===== src/rtl/j_dac_sched_if.sv =====
// Bus bundle for the stereo DAC scheduler: sample push/tick controls in, DAC strobes and status out.
// dbg_state mirrors the sequencing FSM so checkers can bind to it without reaching into the block.
interface j_dac_sched_if;
  logic        en;
  logic        tint;
  logic        push;
  logic [15:0] wl;
  logic [15:0] wr;
  logic [2:0]  thresh;
  logic        clr;
  logic        dac1w;
  logic        dac2w;
  logic [15:0] dspd;
  logic [2:0]  level;
  logic        full;
  logic        irq;
  logic        ur;
  logic        ovf;
  logic        late;
  logic [1:0]  dbg_state;

  modport master (
    output en, tint, push, wl, wr, thresh, clr,
    input  dac1w, dac2w, dspd, level, full, irq, ur, ovf, late, dbg_state
  );

  modport slave (
    input  en, tint, push, wl, wr, thresh, clr,
    output dac1w, dac2w, dspd, level, full, irq, ur, ovf, late, dbg_state
  );
endinterface


===== src/rtl/j_dac_sched.sv =====
// Stereo DAC scheduler: 4-entry {left,right} FIFO drained one pair per sample tick,
// writing left then right on consecutive cycles, with low-water irq and sticky error flags.
module j_dac_sched (
  input  logic          clk,
  input  logic          resetl,
  j_dac_sched_if.slave  bus
);

  typedef enum logic [1:0] {
    S_IDLE  = 2'd0,
    S_LEFT  = 2'd1,
    S_RIGHT = 2'd2
  } state_e;

  state_e      state_q, state_d;
  logic [31:0] mem_q [4];
  logic [1:0]  wptr_q, wptr_d;
  logic [1:0]  rptr_q, rptr_d;
  logic [2:0]  level_q, level_d;
  logic        full_q, full_d;
  logic [15:0] hl_q, hl_d;
  logic [15:0] hr_q, hr_d;
  logic [15:0] dspd_q, dspd_d;
  logic        dac1w_q, dac1w_d;
  logic        dac2w_q, dac2w_d;
  logic        irq_q, irq_d;
  logic        ur_q, ur_d;
  logic        ovf_q, ovf_d;
  logic        late_q, late_d;

  logic        pop;
  logic        wr_en;
  logic        ur_set;
  logic        ovf_set;
  logic        late_set;
  logic        at_full;
  logic [31:0] head;
  logic [2:0]  thr_eff;

  // Sequencer: a tick in IDLE starts a left/right pair; ticks mid-pair are flagged late.
  always_comb begin
    state_d  = state_q;
    pop      = 1'b0;
    ur_set   = 1'b0;
    late_set = 1'b0;
    case (state_q)
      S_IDLE: begin
        if (bus.en && bus.tint) begin
          state_d = S_LEFT;
          if (level_q != 3'd0) pop = 1'b1;
          else                 ur_set = 1'b1;
        end
      end
      S_LEFT: begin
        state_d  = S_RIGHT;
        late_set = bus.en && bus.tint;
      end
      S_RIGHT: begin
        state_d  = S_IDLE;
        late_set = bus.en && bus.tint;
      end
      default: state_d = S_IDLE;
    endcase
  end

  // FIFO bookkeeping; a simultaneous pop frees the slot a full-FIFO push needs.
  always_comb begin
    at_full = (level_q == 3'd4);
    wr_en   = bus.push && (!at_full || pop);
    ovf_set = bus.push && at_full && !pop;
    wptr_d  = wr_en ? wptr_q + 2'd1 : wptr_q;
    rptr_d  = pop   ? rptr_q + 2'd1 : rptr_q;
    case ({wr_en, pop})
      2'b10:   level_d = level_q + 3'd1;
      2'b01:   level_d = level_q - 3'd1;
      default: level_d = level_q;
    endcase
    full_d  = (level_d == 3'd4);
    head    = mem_q[rptr_q];
    hl_d    = pop ? head[31:16] : hl_q;
    hr_d    = pop ? head[15:0]  : hr_q;
    thr_eff = (bus.thresh > 3'd4) ? 3'd4 : bus.thresh;
    irq_d   = (level_d <= thr_eff) && bus.en;
  end

  // Strobes and data are computed from the next state so they are registered, not decoded.
  always_comb begin
    dac1w_d = (state_d == S_LEFT);
    dac2w_d = (state_d == S_RIGHT);
    dspd_d  = dspd_q;
    if (state_d == S_LEFT)       dspd_d = hl_d;
    else if (state_d == S_RIGHT) dspd_d = hr_q;
    ur_d   = ur_set   || (ur_q   && !bus.clr);
    ovf_d  = ovf_set  || (ovf_q  && !bus.clr);
    late_d = late_set || (late_q && !bus.clr);
  end

  always_ff @(posedge clk or negedge resetl) begin
    if (!resetl) begin
      state_q <= S_IDLE;
      wptr_q  <= 2'd0;
      rptr_q  <= 2'd0;
      level_q <= 3'd0;
      full_q  <= 1'b0;
      hl_q    <= 16'd0;
      hr_q    <= 16'd0;
      dspd_q  <= 16'd0;
      dac1w_q <= 1'b0;
      dac2w_q <= 1'b0;
      irq_q   <= 1'b0;
      ur_q    <= 1'b0;
      ovf_q   <= 1'b0;
      late_q  <= 1'b0;
    end else begin
      state_q <= state_d;
      wptr_q  <= wptr_d;
      rptr_q  <= rptr_d;
      level_q <= level_d;
      full_q  <= full_d;
      hl_q    <= hl_d;
      hr_q    <= hr_d;
      dspd_q  <= dspd_d;
      dac1w_q <= dac1w_d;
      dac2w_q <= dac2w_d;
      irq_q   <= irq_d;
      ur_q    <= ur_d;
      ovf_q   <= ovf_d;
      late_q  <= late_d;
    end
  end

  // Storage needs no reset: entries are only read once the pointers say they were written.
  always_ff @(posedge clk) begin
    if (wr_en) mem_q[wptr_q] <= {bus.wl, bus.wr};
  end

  assign bus.dac1w     = dac1w_q;
  assign bus.dac2w     = dac2w_q;
  assign bus.dspd      = dspd_q;
  assign bus.level     = level_q;
  assign bus.full      = full_q;
  assign bus.irq       = irq_q;
  assign bus.ur        = ur_q;
  assign bus.ovf       = ovf_q;
  assign bus.late      = late_q;
  assign bus.dbg_state = state_q;

endmodule

===== src/flat_wrapper.sv =====
// flat-port wrapper written by rule: the top's interface ports become plain ports
module j_dac_sched_flat 
  (clk, resetl, bus_en, bus_tint, bus_push, bus_wl, bus_wr, bus_thresh, bus_clr, bus_dac1w, bus_dac2w, bus_dspd, bus_level, bus_full, bus_irq, bus_ur, bus_ovf, bus_late, bus_dbg_state);
  j_dac_sched_if bus_i ();
  input  logic clk;
  input  logic resetl;
  input wire logic [$bits(bus_i.en)-1:0] bus_en;
  input wire logic [$bits(bus_i.tint)-1:0] bus_tint;
  input wire logic [$bits(bus_i.push)-1:0] bus_push;
  input wire logic [$bits(bus_i.wl)-1:0] bus_wl;
  input wire logic [$bits(bus_i.wr)-1:0] bus_wr;
  input wire logic [$bits(bus_i.thresh)-1:0] bus_thresh;
  input wire logic [$bits(bus_i.clr)-1:0] bus_clr;
  output wire logic [$bits(bus_i.dac1w)-1:0] bus_dac1w;
  output wire logic [$bits(bus_i.dac2w)-1:0] bus_dac2w;
  output wire logic [$bits(bus_i.dspd)-1:0] bus_dspd;
  output wire logic [$bits(bus_i.level)-1:0] bus_level;
  output wire logic [$bits(bus_i.full)-1:0] bus_full;
  output wire logic [$bits(bus_i.irq)-1:0] bus_irq;
  output wire logic [$bits(bus_i.ur)-1:0] bus_ur;
  output wire logic [$bits(bus_i.ovf)-1:0] bus_ovf;
  output wire logic [$bits(bus_i.late)-1:0] bus_late;
  output wire logic [$bits(bus_i.dbg_state)-1:0] bus_dbg_state;
  assign bus_i.en = bus_en;
  assign bus_i.tint = bus_tint;
  assign bus_i.push = bus_push;
  assign bus_i.wl = bus_wl;
  assign bus_i.wr = bus_wr;
  assign bus_i.thresh = bus_thresh;
  assign bus_i.clr = bus_clr;
  assign bus_dac1w = bus_i.dac1w;
  assign bus_dac2w = bus_i.dac2w;
  assign bus_dspd = bus_i.dspd;
  assign bus_level = bus_i.level;
  assign bus_full = bus_i.full;
  assign bus_irq = bus_i.irq;
  assign bus_ur = bus_i.ur;
  assign bus_ovf = bus_i.ovf;
  assign bus_late = bus_i.late;
  assign bus_dbg_state = bus_i.dbg_state;
  j_dac_sched u_core (.clk(clk), .resetl(resetl), .bus(bus_i));
endmodule

===== config.mk =====
export PLATFORM = sky130hd
export DESIGN_NAME = j_dac_sched_flat
export DESIGN_NICKNAME = d
export VERILOG_FILES = /design/src/rtl/j_dac_sched_if.sv /design/src/rtl/j_dac_sched.sv /design/src/flat_wrapper.sv
export SDC_FILE = /design/constraint.sdc
export NUM_CORES = 1
export LEC_CHECK = 0
export ABC_AREA = 1
export CAP_MARGIN = 20
export CORE_AREA = 3 3 128 130
export CTS_CLUSTER_DIAMETER = 150
export CTS_CLUSTER_SIZE = 10
export DETAILED_ROUTE_END_ITERATION = 7
export DIE_AREA = 0 0 131 133
export DONT_BUFFER_PORTS = 1
export HOLD_SLACK_MARGIN = 0.06
export PLACE_DENSITY = 0.67
export SETUP_SLACK_MARGIN = 0.02
export SYNTH_ARGS = -nofsm -noshare
export SYNTH_HDL_FRONTEND = slang
export SYNTH_SLANG_ARGS = --single-unit

===== constraint.sdc =====
create_clock -name clk -period 2.6 [get_ports clk]
set_clock_uncertainty 0.15 [all_clocks]
set_input_delay 0 -clock clk [delete_from_list [all_inputs] [get_ports clk]]
set_output_delay 0 -clock clk [all_outputs]
set_load 0.02 [all_outputs]

After elaboration in Yosys (flattened, before gate mapping) --
Memories as Yosys holds them, arrays and structs flattened. Cells that the tools add are included. Widths: inputs -> output; s select.
Storage, ports and cells: bits in registers 64, bits in latches 0, bits in writable memories 128, memory bits (read-only) 0, bits of input ports 41, memories 1
Memory list:
- u_core.mem_q | words 4, width 32, read ports 1, clocked after Yosys merged registers in 0, wr ports 1, RTL line j_dac_sched.sv:16 | logic [31:0] mem_q [4];
Cells by class: add/sub/neg operators 4, multipliers 0, div/mod/pow operators 0, $lt $le $gt $ge 2, equality and inequality tests 8, shift-type cells 0, muxes and demuxes 16, bitwise logic cells 0, reduce and logical (&&, ||, !) cells 19
Operator list (number):
- $mux 16 | 3
- $mux 1 | 9
- $logic_and 1x1->1 | 8
- $eq 2x1->1 const B | 3
- $eq 2x2->1 const B | 3
- $eq 3x3->1 const B | 2
- $pmux 3 s2 | 1
- $add 2x1->2 const B | 2
- $logic_or 1x1->1 | 4
- $pmux 2 s2 | 1
- $add 3x1->3 const B | 1
- $gt 3x3->1 const B | 1
- $le 3x3->1 | 1
- $logic_not 1->1 | 3
- $mux 3 | 1
- $reduce_bool 3->1 | 1
- $sub 3x1->3 const B | 1
- $logic_not 2->1 | 1
- $mux 2 | 1
- $reduce_bool 2->1 | 1
- $reduce_or 2->1 | 1

Logic depth before layout (Yosys ltp) --
Gate-level depths: netlist of run 1.
word-level depth 10, depth in mapped cells 16, mapped depth without buffers 16

Worst setup path before layout of run 1 --
Ideal clock, no wire load.
path type register to register, start register u_core.bus.dac2w (netlist name), end memory u_core.mem_q[0][0] (enable), library setup time 421 ps, arrival time 2400 ps, required time 2029 ps, slack -371 ps, stages on the path, launching flop included 7, path buffers 0, period minus slack after synthesis 2971 ps, cell sequence dfrtp_1 > inv_1 > ha_1 > nand3_1 > nand2_1 > nand2_2 > nor2_1
RTL lines (RTL line):
- to (decl) | j_dac_sched.sv:16

Worst setup path after layout of run 1 --
start register u_core.state_q[0] (netlist: u_core.bus.dbg_state[0]), end register u_core.irq_q (netlist: u_core.bus.irq)
Between the ends: word-level cells in the longest chain between the ends 8, elaborated cells on any way between the ends 9
RTL lines:
- from (decl) | RTL line j_dac_sched.sv:15 | state_e state_q, state_d;
- from (signal assigned) | RTL line j_dac_sched.sv:115 | state_q <= state_d;
- $logic_not 2->1 * | RTL line j_dac_sched.sv:46 | case (state_q)
- $mux 1 * | RTL line j_dac_sched.sv:46
- $logic_or 1x1->1 | RTL line j_dac_sched.sv:69 | wr_en = bus.push && (!at_full || pop);
- $logic_and 1x1->1 | RTL line j_dac_sched.sv:69
- $eq 2x1->1 / $eq 2x2->1 (equally long branches) | RTL line j_dac_sched.sv:73 | case ({wr_en, pop})
- $pmux 3 s2 * | RTL line j_dac_sched.sv:73
- via u_core.level_d[1] | RTL line j_dac_sched.sv:19 | logic [2:0] level_q, level_d;
- $le 3x3->1 * | RTL line j_dac_sched.sv:83 | irq_d = (level_d <= thr_eff) && bus.en;
- $logic_and 1x1->1 * | RTL line j_dac_sched.sv:83
- via u_core.irq_d | RTL line j_dac_sched.sv:26 | logic irq_q, irq_d;
- to (signal assigned) | RTL line j_dac_sched.sv:125 | irq_q <= irq_d;
- to (decl) | RTL line j_dac_sched.sv:26
The timed path passes the listed nets; every way through them passes the cells marked *. A chain may end at the register's enable or synchronous reset.

==> flow_metrics.env, run 1 <==
export IMPL_status="finished, final reports clean"
export IMPL_crit_path_max_fanout=3
export IMPL_timing_final_max_slew_violations=0
export IMPL_reg2reg_depth=15
export IMPL_p_per_area_nw_per_um2=1180
export IMPL_hpwl_um=9760
export IMPL_maxCapViolations=0
export IMPL_ys_flop_type="edfxtp_1"
export IMPL_cp_end_kind="flip-flop"
export IMPL_synth_edf_count=128
export IMPL_placedCellCount=868
export IMPL_setup_violations=0
export IMPL_start_util=0.504
export IMPL_numCtsBuffers=17
export IMPL_clk_pin_slew_ps=70
export IMPL_cp_required_ps=2760
export IMPL_regToRegEndpoint="u_core.bus.irq$_DFF_PN0_"
export IMPL_min_period_over_period=0.934
export IMPL_die_x_um=131
export IMPL_drt_iter0_drc=376
export IMPL_vdd_ir_drop_max_mv=0.655
export IMPL_grt_overflow=0
export IMPL_syn_nets=719
export IMPL_die_area_um2=17400
export IMPL_cts_buffer_depth=2
export IMPL_post_drt_wl_per_cell_um=16.7
export IMPL_drc=0
export IMPL_power_frac_comb=0.331
export IMPL_mostFrequentLayoutCell="nand2_1"
export IMPL_power_internal_mw=6.67
export IMPL_holdCritStartpoint="bus_thresh[0]"
export IMPL_grt_first_pass_wirelength_um=24900
export IMPL_worst_slack_ps=171
export IMPL_ys_seq_area_frac=0.705
export IMPL_core_um2=15300
export IMPL_finish_utilization=0.592
export IMPL_crit_arrival_ps=2580
export IMPL_grt_start_max_net_pins=64
export IMPL_yosys_warnings=0
export IMPL_syn2layout_area_growth_pct=17.5
export IMPL_worst_pin_slew_ps=613
export IMPL_hold_violations=0
export IMPL_layout_cells_most_common_list="nand2_1, edfxtp_1, nor2_1"
export IMPL_drtPass1Iterations=5
export IMPL_diodes=0
export IMPL_rows=45
export IMPL_switching_share=0.372
export IMPL_clkLatencyLatePin_ps=420
export IMPL_vias=4917
export IMPL_avgViaCountPerCell=5.19
export IMPL_syn_inst=668
export IMPL_fmax_mhz=412
export IMPL_p_leak_nw=3.58
export IMPL_grt_pass1_vias=5032
export IMPL_pre_cts_ws_ps=-134
export IMPL_cts_sinks=191
export IMPL_worstHoldPathCells=5
export IMPL_track_usage=0.187
export IMPL_ios=69
export IMPL_synth_area_per_cell_um2=11.5
export IMPL_port_buffer_count=0
export IMPL_path_class="flip-flop to flip-flop"
export IMPL_relSlewSlack=0.591
export IMPL_drt_wl_total_um=15800
export IMPL_synth_area_um2=7690
export IMPL_synth_seq_cells=191
export IMPL_num_nets_final=774
export IMPL_rsz0062_at_grt="no"
export IMPL_cts_max_level=4
export IMPL_fp_dieH_um=133
export IMPL_postRouteAntennaNets=0
export IMPL_drive_gt1_frac=0.118
export IMPL_r2r_start="u_core.bus.dbg_state[0]$_DFF_PN0_"
export IMPL_synth_cell_types=28
export IMPL_layoutNonFillerInstCount=947
export IMPL_gp_congestion=0.887
export IMPL_cts_root_buf="clkbuf_16"
export IMPL_r2r_slack_ps=170
export IMPL_synthArstFlopShare=0.330
export IMPL_layout_min_cycle_time_ps=2430
export IMPL_clkPwrFrac=0.226
export IMPL_cts_tree="built"
export IMPL_p_sw_mw=3.95
export IMPL_min_to="u_core.bus.irq$_DFF_PN0_"
export IMPL_hold_class="primary input to flip-flop"
export IMPL_cp_start_kind="flip-flop"
export IMPL_pwr_share_seq=0.443
export IMPL_grt_antenna_before_repair=0
how the worst max path moves through the flow:
stage,from,end,slack [ps]
finish,u_core.bus.dbg_state[0]$_DFF_PN0_,u_core.bus.irq$_DFF_PN0_,170
CTS,u_core.bus.dac2w$_DFF_PN0_,u_core.bus.irq$_DFF_PN0_,20
detailed placement,u_core.bus.dbg_state[0]$_DFF_PN0_,u_core.bus.irq$_DFF_PN0_,-130
floorplan,u_core.bus.dac2w$_DFF_PN0_,u_core.mem_q[0][0]$_DFFE_PP_,-350
global placement,u_core.bus.dac2w$_DFF_PN0_,u_core.bus.irq$_DFF_PN0_,80
global route,u_core.bus.dbg_state[0]$_DFF_PN0_,u_core.bus.irq$_DFF_PN0_,7
per-stage QoR:
stage	TNS (ps)	hold slack (ps)	power (mW)	cell area [um2]
6_report	0	99.6	10.6	9030
5_1_grt	0	125	11.3	9030
3_5_place_dp	-134	-444	8.06	7950
3_3_place_gp	0	-444	7.92	7950
4_1_cts	0	96.1	10.6	8980
2_1_floorplan	-44580	-446	7.14	7690
critical path, stage by stage (launching register included):
cell,delay (ps)
dfrtp_2,410
inv_2,70
ha_4,140
inv_2,40
nor2_4,100
nand3_2,90
inv_2,70
fa_2,420
inv_1,60
nand3_1,70
nand2_1,80
inv_1,60
ha_1,290
nand2_1,60
o21ai_2,110
a21boi_1,80
routing by layer:
metal,track usage,vias to the layer above,wire length [um]
met3,0.0658,15,1120
li1,-,2370,-
met4,0.0594,0,209
met1,0.224,2400,6530
met5,0,-,0
met2,0.315,132,7950
power groups by stage:
stage | Sequential, mW | Combinational, mW | Clock [mW]
2_1_floorplan | 4.69 | 2.45 | 0
3_3_place_gp | 4.73 | 3.19 | 0
3_5_place_dp | 4.76 | 3.31 | 0
4_1_cts | 4.70 | 3.47 | 2.43
5_1_grt | 4.77 | 4.00 | 2.57
6_report | 4.70 | 3.52 | 2.40
logic make-up (layout without fill, tap and decap cells):
group,count (synthesis),count (layout),synth area share
fa+ha+maj,10,10,0.0173
xor+xnor,3,3,0.00342
compound gates,97,97,0.0685
simple gates,300,300,0.158
flops,191,191,0.705
buf+inv,67,135,0.0472
timing repair:
action,4_1_cts,5_1_grt
setup buffers,0,1
hold buffers,46,0
pin swaps,1,2
resized for setup,5,12
endpoints found under the hold margin,274,0
endpoints found under the setup margin,1,1
cells in the mapped netlist, types with 4 or more instances:
cell,number,area [um2]
nand2_1,132,495
edfxtp_1,128,3840
nor2_1,119,447
dfrtp_1,63,1580
o21ai_0,47,235
nand3_1,39,195
inv_1,30,113
o21ai_1,24,120
o22ai_1,16,100
buf_6,10,113
ha_1,9,113
buf_2,8,40.0
buf_4,7,52.6
clkbuf_1,7,26.3
a31oi_1,6,37.5
inv_2,5,18.8
nand2_2,4,25.0
sequential cells by signal, indices dropped and copies added (netlist names):
signal,cells
u_core.bus.dspd,16
u_core.bus.dbg_state,1
u_core.mem_q,128
u_core.bus.dac1w,1
u_core.bus.ur,1
u_core.bus.level,3
u_core.bus.full,1
u_core.bus.dac2w,1
u_core.wptr_q,2
u_core.hr_q,16
u_core.bus.irq,1
u_core.rptr_q,2
u_core.bus.ovf,1
u_core.bus.late,1
u_core.hl_q,16
layout make-up:
class	count	area, um2
Inverter	35	131
Clock inverter	13	113
Timing Repair Buffer	68	693
Multi-Input combinational cell	410	1970
Clock buffer	19	433
Fill cell	1231	6230
Sequential cell	191	5420
Tap cell	211	264
(Power assumes the default switching activity.)
==> run 2, diff against run 1 <==
--- a/config.mk
+++ b/config.mk
@@ -7,14 +7,13 @@
 export LEC_CHECK = 0
 export ABC_AREA = 1
 export CAP_MARGIN = 20
-export CORE_AREA = 3 3 128 130
-export CTS_CLUSTER_DIAMETER = 150
+export CORE_AREA = 3 3 123 125
 export CTS_CLUSTER_SIZE = 10
 export DETAILED_ROUTE_END_ITERATION = 7
-export DIE_AREA = 0 0 131 133
+export DIE_AREA = 0 0 126 128
 export DONT_BUFFER_PORTS = 1
 export HOLD_SLACK_MARGIN = 0.06
-export PLACE_DENSITY = 0.67
+export PLACE_DENSITY = 0.72
 export SETUP_SLACK_MARGIN = 0.02
 export SYNTH_ARGS = -nofsm -noshare
 export SYNTH_HDL_FRONTEND = slang
==> flow_metrics.env, run 2 (synthesis results as in run 1) <==
export IMPL_design_area_um2=9080
export IMPL_met2_usage=0.342
export IMPL_syn2layout_area_growth_pct=18.1
export IMPL_status="finished, final reports clean"
export IMPL_hpwl_um=10000
export IMPL_clk_pin_slew_ps=70
export IMPL_use_met3=0.0700
export IMPL_port_buffer_count=0
export IMPL_crit_path_max_fanout=2
export IMPL_reg2reg_depth=15
export IMPL_finish_utilization=0.649
export IMPL_postRouteAntennaNets=0
export IMPL_n_fill_cell=1011
export IMPL_holdCritStartpoint="bus_thresh[0]"
export IMPL_globalRoute_busiestLayer="met2"
export IMPL_crit_arrival_ps=2620
export IMPL_p_per_area_nw_per_um2=1190
export IMPL_p_sw_mw=3.96
export IMPL_maxCapViolations=0
export IMPL_cp_required_ps=2770
export IMPL_min_to="u_core.bus.irq$_DFF_PN0_"
export IMPL_track_usage=0.206
export IMPL_setup_violations=0
export IMPL_power_internal_mw=6.84
export IMPL_cts_sinks=191
export IMPL_placedCellCount=840
export IMPL_grt_start_max_net_pins=64
export IMPL_num_nets_final=780
export IMPL_vias=5039
export IMPL_critPathBufInv=5
export IMPL_min_period_over_period=0.944
export IMPL_grt_first_pass_wirelength_um=25500
export IMPL_p_leak_nw=3.63
export IMPL_r2r_start="u_core.bus.dac2w$_DFF_PN0_"
export IMPL_pwr_share_seq=0.443
export IMPL_diodes=0
export IMPL_grt_antenna_before_repair=0
export IMPL_max_stage_delay_ps=420
export IMPL_hold_violations=0
export IMPL_cp_slowest_cell="fa_2"
export IMPL_largest_reg_flops=128
export IMPL_start_util=0.549
export IMPL_relSlewSlack=0.613
export IMPL_drt_iter0_drc=390
export IMPL_drtPass1Iterations=5
export IMPL_drc=0
export IMPL_switching_share=0.366
export IMPL_grt_util_met1=0.252
export IMPL_clkLatencyLatePin_ps=430
export IMPL_cp_end_kind="flip-flop"
export IMPL_core_um2=14000
export IMPL_cts_max_level=4
export IMPL_worst_slack_ps=147
export IMPL_pre_cts_ws_ps=-66.8
export IMPL_path_depth=15
export IMPL_post_drt_wl_per_cell_um=17.2
export IMPL_clkPwrFrac=0.238
export IMPL_largest_register="u_core.mem_q"
export IMPL_layoutNonFillerInstCount=922
export IMPL_rsz0062_at_grt="no"
export IMPL_gp_congestion=0.953
export IMPL_cts_tree="built"
export IMPL_cp_start_kind="flip-flop"
export IMPL_timing_final_max_slew_violations=0
export IMPL_grt_overflow=0
export IMPL_die_area_um2=16100
export IMPL_totalPowerFinal_mw=10.8
export IMPL_numCtsBuffers=17
export IMPL_fmax_mhz=408
export IMPL_vdd_ir_drop_max_mv=0.727
export IMPL_layout_cells_most_common_list="nand2_1, edfxtp_1, nor2_1"
export IMPL_drive_gt1_frac=0.124
export IMPL_regToRegEndpoint="u_core.bus.irq$_DFF_PN0_"
export IMPL_grt_pass1_vias=5083
export IMPL_placed_cell_area_um2=7890
export IMPL_rows=43
export IMPL_crit_family="adder cells"
export IMPL_hold_class="primary input to flip-flop"
export IMPL_r2r_slack_ps=150
export IMPL_worst_pin_slew_ps=579
export IMPL_layout_min_cycle_time_ps=2450
export IMPL_cts_root_buf="clkbuf_16"
export IMPL_drt_wl_total_um=15900
export IMPL_power_frac_comb=0.319
export IMPL_cpMostUsedCell="inv_2"
export IMPL_die_x_um=126
export IMPL_path_cells="inv_2 -> ha_2 -> inv_1 -> nor2_4 -> nand3_4 -> inv_2 -> fa_2 -> inv_1 -> nand3_1 -> nand2_1 -> inv_2 -> ha_4 -> nand2_1 -> o21ai_1 -> a21boi_1"
export IMPL_mostFrequentLayoutCell="nand2_1"
export IMPL_fp_dieH_um=128
export IMPL_ios=69
export IMPL_worstHoldPathCells=5
export IMPL_avgViaCountPerCell=5.47
export IMPL_hold_slack_ps=76.7
export IMPL_cts_buffer_depth=2
export IMPL_setup_tns_ps=0
export IMPL_path_class="flip-flop to flip-flop"
-- run 2: changes by cell type in the layout (fill, tap and decap cells not counted), sizes merged --
cell / before / now
dlygate4sd3: 45 / 44
clkinv: 7 / 1
clkbuf: 19 / 24
clkinvlp: 1 / 4
buf: 23 / 30
bufinv: 1 / 0
inv: 39 / 38
-- run 2: repair_timing --
item                                   in CTS  in global routing
setup endpoints to repair                   1                  1
resized for setup                           4                  9
hold buffers                               46                  0
pin swaps                                   2                  8
endpoints found under the hold margin     271                  0
setup buffers                               0                  4
-- run 2: worst max-delay path by stage --
| stage | slack [ps] | startpoint | endpoint |
|---|---|---|---|
| after CTS | 30 | u_core.bus.dac2w$_DFF_PN0_ | u_core.bus.irq$_DFF_PN0_ |
| after detailed placement | -70 | u_core.bus.dac2w$_DFF_PN0_ | u_core.bus.irq$_DFF_PN0_ |
| after global routing | 20 | u_core.bus.dac2w$_DFF_PN0_ | u_core.bus.irq$_DFF_PN0_ |
| after floorplan | -350 | u_core.bus.dac2w$_DFF_PN0_ | u_core.mem_q[0][0]$_DFFE_PP_ |
| final | 150 | u_core.bus.dac2w$_DFF_PN0_ | u_core.bus.irq$_DFF_PN0_ |
| after global placement | 80 | u_core.bus.dbg_state[0]$_DFF_PN0_ | u_core.bus.irq$_DFF_PN0_ |
-- run 2: routing by layer --
layer	up-vias	routed length (um)	share of wire
met5	-	0	0
met4	0	429	0.027
met3	34	1110	0.070
met2	155	7920	0.50
met1	2466	6430	0.40
li1	2384	-	-
-- run 2: worst reg2reg max path: cells and delay by family, from the launching register on --
family                   cells  cell delay, ps
adder cells (fa/ha/maj)      3             850
AND/OR/NAND/NOR              5             430
flip-flops                   1             410
buffers and inverters        5             300
AO/OA/AOI/OAI                2             210
-- run 2: power groups by stage --
stage | logic (mW) | registers (mW) | clock network [mW]
5_1_grt | 3.91 | 4.85 | 2.74
6_report | 3.45 | 4.78 | 2.57
3_3_place_gp | 3.05 | 4.81 | 0
4_1_cts | 3.36 | 4.77 | 2.60
3_5_place_dp | 3.18 | 4.83 | 0
2_1_floorplan | 2.45 | 4.69 | 0
-- run 2: layout make-up --
| type | count | area, um2 | share of cell area |
|---|---|---|---|
| flip-flops and latches | 191 | 5420 | 0.598 |
| repair buffers | 74 | 718 | 0.0791 |
| well taps | 180 | 225 | 0.0248 |
| clock inverters | 8 | 65.1 | 0.00717 |
| inverters | 35 | 131 | 0.0145 |
| clock buffers | 24 | 547 | 0.0602 |
| multi-input cells | 410 | 1970 | 0.217 |
